## src/rtl/layer1_pool_window_sched.sv

```systemverilog
// layer1_pool_window_sched: raster scan of 2x2 window origins over the
// layer-1 mid channel buffer, one origin per valid/ready transfer.
// Ports: clk, rst (sync, active-high), start, abort, buf_ready, win_ready;
//        win_valid, win_row[5:0], win_col[4:0], win_cnt, busy, done,
//        stall_cnt (only when SCHED_STALL_CNT_EN is defined).
// Optional macro: SCHED_STALL_CNT_EN adds the stall_cnt counter and port.
module layer1_pool_window_sched #(
    parameter int ROWS   = 34,
    parameter int COLS   = 26,
    parameter int WIN    = 2,
    parameter int STRIDE = 2,
    parameter int CNT_W  = 11
) (
    input  logic             clk,
    input  logic             rst,
    input  logic             start,
    input  logic             abort,
    input  logic             buf_ready,
    input  logic             win_ready,
    output logic             win_valid,
    output logic [5:0]       win_row,
    output logic [4:0]       win_col,
    output logic [CNT_W-1:0] win_cnt,
    output logic             busy,
    output logic             done
`ifdef SCHED_STALL_CNT_EN
    ,
    output logic [CNT_W-1:0] stall_cnt
`endif
);

    // Last origin on the stride grid; leftover rows/cols are never visited.
    localparam int NR = (ROWS - WIN) / STRIDE + 1;
    localparam int NC = (COLS - WIN) / STRIDE + 1;
    localparam logic [5:0] R_LAST = 6'((NR - 1) * STRIDE);
    localparam logic [4:0] C_LAST = 5'((NC - 1) * STRIDE);
    localparam logic [5:0] R_STEP = 6'(STRIDE);
    localparam logic [4:0] C_STEP = 5'(STRIDE);

    typedef enum logic [1:0] {
        S_IDLE,
        S_WAIT,
        S_SCAN,
        S_DONE
    } state_e;

    state_e           state_q, state_d;
    logic [5:0]       row_q, row_d;
    logic [4:0]       col_q, col_d;
    logic [CNT_W-1:0] cnt_q, cnt_d;
    logic             xfer;
    logic             last;

    assign xfer = win_valid & win_ready;
    assign last = (row_q == R_LAST) && (col_q == C_LAST);

    // State register
    always_ff @(posedge clk) begin
        if (rst) begin
            state_q <= S_IDLE;
        end else begin
            state_q <= state_d;
        end
    end

    // Next-state logic; abort outranks every transfer, including the last.
    always_comb begin
        state_d = state_q;
        case (state_q)
            S_IDLE: if (start) state_d = S_WAIT;
            S_WAIT: begin
                if (abort)          state_d = S_IDLE;
                else if (buf_ready) state_d = S_SCAN;
            end
            S_SCAN: begin
                if (abort)              state_d = S_IDLE;
                else if (xfer && last)  state_d = S_DONE;
            end
            S_DONE:  state_d = S_IDLE;
            default: state_d = S_IDLE;
        endcase
    end

    // Outputs; win_valid is gated by buf_ready so a buffer drop pauses
    // the scan without moving the origin.
    always_comb begin
        win_valid = (state_q == S_SCAN) && buf_ready;
        busy      = (state_q == S_WAIT) || (state_q == S_SCAN);
        done      = (state_q == S_DONE);
    end

    assign win_row = row_q;
    assign win_col = col_q;
    assign win_cnt = cnt_q;

    // Origin and window counter
    always_comb begin
        row_d = row_q;
        col_d = col_q;
        cnt_d = cnt_q;
        if (state_q == S_IDLE && start) begin
            row_d = '0;
            col_d = '0;
            cnt_d = '0;
        end else if (state_q == S_SCAN && !abort && xfer) begin
            cnt_d = (cnt_q == '1) ? cnt_q : cnt_q + 1'b1;
            if (!last) begin
                if (col_q == C_LAST) begin
                    col_d = '0;
                    row_d = row_q + R_STEP;
                end else begin
                    col_d = col_q + C_STEP;
                end
            end
        end
    end

    always_ff @(posedge clk) begin
        if (rst) begin
            row_q <= '0;
            col_q <= '0;
            cnt_q <= '0;
        end else begin
            row_q <= row_d;
            col_q <= col_d;
            cnt_q <= cnt_d;
        end
    end

`ifdef SCHED_STALL_CNT_EN
    logic [CNT_W-1:0] stall_q, stall_d;

    always_comb begin
        stall_d = stall_q;
        if (state_q == S_IDLE && start) begin
            stall_d = '0;
        end else if (state_q == S_SCAN && win_valid && !win_ready &&
                     stall_q != '1) begin
            stall_d = stall_q + 1'b1;
        end
    end

    always_ff @(posedge clk) begin
        if (rst) begin
            stall_q <= '0;
        end else begin
            stall_q <= stall_d;
        end
    end

    assign stall_cnt = stall_q;
`endif

endmodule

```

## config.mk

```make
export PLATFORM = sky130hd
export DESIGN_NAME = layer1_pool_window_sched
export DESIGN_NICKNAME = d
export VERILOG_FILES = /design/src/rtl/layer1_pool_window_sched.sv
export SDC_FILE = /design/constraint.sdc
export NUM_CORES = 1
export LEC_CHECK = 0
export CORE_MARGIN = 8
export CORE_UTILIZATION = 45
export CTS_BUF_LIST = sky130_fd_sc_hd__clkbuf_8
export DETAILED_ROUTE_END_ITERATION = 6
export PLACE_DENSITY = 0.81
export SYNTH_ARGS = -nofsm -noshare
export SYNTH_HDL_FRONTEND = slang
export SYNTH_SLANG_ARGS = --single-unit
```

## constraint.sdc

```tcl
create_clock -name clk -period 1.8 [get_ports clk]
set_clock_uncertainty 0.2 [all_clocks]
set_input_delay 0.36 -clock clk [delete_from_list [all_inputs] [get_ports clk]]
set_output_delay 0.36 -clock clk [all_outputs]
set_load 0.01 [all_outputs]
```

==> metrics.csv <==
metric,value,unit
cts-htree-levels,1,
critical_path_required,1240,ps
synth.ff_latch_count,22,
clock_tree_from_tritoncts,built,
diodes,0,
io-pin-count,31,
cap_viol_max_count,0,
num_rows,19,
worstPathArrival,1230,ps
min-delay-path-class,flip-flop to flip-flop,
wire_per_inst,16.8,um
result_of_the_run,finished clean,
share_comb_of_total_power,0.120,
syn-mean-instance-area,8.65,sq um
overflow,0,
maximum_number_of_pins_on_one_net_before_global_route_repair,13,
cts.sink_count,22,
start_util,0.464,
core,0.00269,sq mm
final_nets,203,
most_common_cell_after_layout_fill_and_taps_aside,sky130_fd_sc_hd__buf_4,
p_leak,0.863,nW
place.port_buffers,28,
setup.worst_path.class,flip-flop to primary output,
power.share.switching,0.229,
drt-initial-drc-count,125,
worstSetupStartpointType,flip-flop,
synth.distinct_cells,47,
maxSlewViolCount,0,
fillCellCount,223,
multiInputGateArea,845,sq um
setup_viol_count_final,0,
mostFrequentLayoutCells,"sky130_fd_sc_hd__buf_4, sky130_fd_sc_hd__dfxtp_2, sky130_fd_sc_hd__nor2_1",
yosysSeqAreaShare,0.353,
ff_latch_area,459,sq um
number_of_enable_flip_flop_cells_after_synthesis,0,
floorplan.die.width,68.6,um
drt_pass1_iterations,4,
first_pass_grt_wire_length,5.51,mm
clock-root-buffer,sky130_fd_sc_hd__clkbuf_8,
cts.clk_slew.worst_paths,80,ps
fmax,557,MHz
drive_gt1_frac,0.267,
finish.utilization,0.688,
postRouteAntennaNets,0,
postLayoutCellArea,0.00185,sq mm
post-route-period-util,0.997,
post-route-drc-count,0,
synth_async_sr_flop_share,0,
drt-total-wl,3.67,mm
primary_ff_master_synth,sky130_fd_sc_hd__dfxtp_1,
timing_hold_violations_final,0,
cts-root-to-sink-buffers,2,
post_placement_cell_area,0.00167,sq mm
total_power_divided_by_cell_area,518,mW/mm^2
route.vias.total,1279,
yosysWarnings,0,
detail_route.vias_per_cell,5.87,
cell_internal_pwr,0.739,mW
floorplan.die.height,68.6,um
clkLatencyLatePin,260,ps
gp_congestion,0.886,
share_seq_of_total_power,0.517,
tns_setup,0,ps
area.growth.synth_to_final,48.3,%
cts_made_buffers,3,
dp_hpwl,2.53,mm
clock_power_share,0.363,
final.min_clock_period,1790,ps
gr-usage-all-layers,0.146,
netlist_area,0.00125,sq mm
grt_pass1_vias,1281,
die_area,0.00471,sq mm
post-cts-setup-buffers,0,
vdd_ir_drop_max,0.000393,V
grt_antenna_before_repair,0,
timing.critical_path.fanout_max,3,
synthesis.instances,144,
net_switching_component_of_the_power,0.219,mW
setup.worst_path.end_class,primary output,
[worst max-delay path, cell delays in order (launching register included)]
cell	delay, ps
sky130_fd_sc_hd__dfxtp_2	340
sky130_fd_sc_hd__buf_4	140
sky130_fd_sc_hd__ha_1	200
sky130_fd_sc_hd__dlygate4sd2_1	300
[path summary, 6_finish.rpt]
path	from	to	slack, ps	cells past startpoint
hold reg to reg	win_cnt[4]	win_cnt[4]	290	1
setup reg to reg	state_q[0]	win_cnt[8]	60	7
hold / removal	win_cnt[4]	win_cnt[4]	290	1
setup / recovery	state_q[0]	done	6	3
[power by group through the flow]
stage | registers (mW) | logic, mW | clock network [mW]
6_report | 0.495 | 0.115 | 0.347
5_1_grt | 0.496 | 0.124 | 0.377
2_1_floorplan | 0.506 | 0.0541 | 0
4_1_cts | 0.494 | 0.105 | 0.351
3_5_place_dp | 0.505 | 0.107 | 0
3_3_place_gp | 0.505 | 0.104 | 0
[logic make-up after synthesis]
group	Yosys count	share of synthesized area
compound gates	33	0.174
xor+xnor	5	0.0351
fa+ha+maj	9	0.0904
buf+inv	13	0.0482
flops	22	0.353
mux	1	0.00803
other cells	1	0.00301
simple gates	60	0.288
[sequential cells by signal, summed over array words and instances, names as in the netlist]
signal,flops
win_row,5
state_q,2
win_col,4
win_cnt,11
[synth_stat cells (2+ instances only)]
| master | n | share of area |
|---|---|---|
| sky130_fd_sc_hd__buf_2 | 3 | 0.012 |
| sky130_fd_sc_hd__a311oi_1 | 2 | 0.014 |
| sky130_fd_sc_hd__nand4_1 | 4 | 0.020 |
| sky130_fd_sc_hd__buf_4 | 2 | 0.012 |
| sky130_fd_sc_hd__nor2b_1 | 2 | 0.010 |
| sky130_fd_sc_hd__o21a_1 | 2 | 0.012 |
| sky130_fd_sc_hd__nand2_1 | 9 | 0.027 |
| sky130_fd_sc_hd__xor2_1 | 4 | 0.028 |
| sky130_fd_sc_hd__nor3_1 | 4 | 0.016 |
| sky130_fd_sc_hd__nor4_1 | 2 | 0.010 |
| sky130_fd_sc_hd__inv_1 | 6 | 0.018 |
| sky130_fd_sc_hd__nand4bb_1 | 2 | 0.018 |
| sky130_fd_sc_hd__dfxtp_1 | 22 | 0.35 |
| sky130_fd_sc_hd__o21ai_0 | 2 | 0.0080 |
| sky130_fd_sc_hd__nor3b_1 | 2 | 0.012 |
| sky130_fd_sc_hd__nor2_1 | 13 | 0.039 |
| sky130_fd_sc_hd__and3_1 | 2 | 0.010 |
| sky130_fd_sc_hd__a211oi_1 | 3 | 0.018 |
| sky130_fd_sc_hd__a21oi_1 | 12 | 0.048 |
| sky130_fd_sc_hd__nand3_1 | 6 | 0.024 |
| sky130_fd_sc_hd__o21ai_1 | 4 | 0.016 |
| sky130_fd_sc_hd__and2_1 | 3 | 0.015 |
| sky130_fd_sc_hd__ha_1 | 9 | 0.090 |
[through the flow]
step                      hold WS (ps)  total power, mW  cells  worst slack [ps]
final                              288            0.958    218              5.96
after global routing               309            0.997    218             -41.0
after CTS                          286            0.950    218              1.81
after detailed placement           310            0.612    214              -342
after global placement             310            0.609    214              -291
after floorplan                    233            0.560    145              15.8
[metal layers]
metal | share of wire | vias to the layer above | wire [um] | global-route usage
met4 | 0.0063 | 0 | 23 | 0.0409
met3 | 0.056 | 4 | 207 | 0.0452
met5 | 0 | - | 0 | 0
met1 | 0.40 | 627 | 1460 | 0.149
met2 | 0.54 | 37 | 1980 | 0.276
li1 | - | 611 | - | -
[cell type report]
cell class | instances | area share
Multi-Input combinational cell | 110 | 0.457
Sequential cell | 22 | 0.248
Inverter | 6 | 0.0135
Timing Repair Buffer | 45 | 0.230
Tap cell | 31 | 0.0210
Clock buffer | 4 | 0.0298
[timing repair]
item	4_1_cts	5_1_grt
hold buffers	0	0
setup endpoints to repair	20	18
hold endpoints to repair	0	0
resized for setup	24	24
pin swaps	2	4
cloned	0	0
Power figures use the tool's default switching activity.
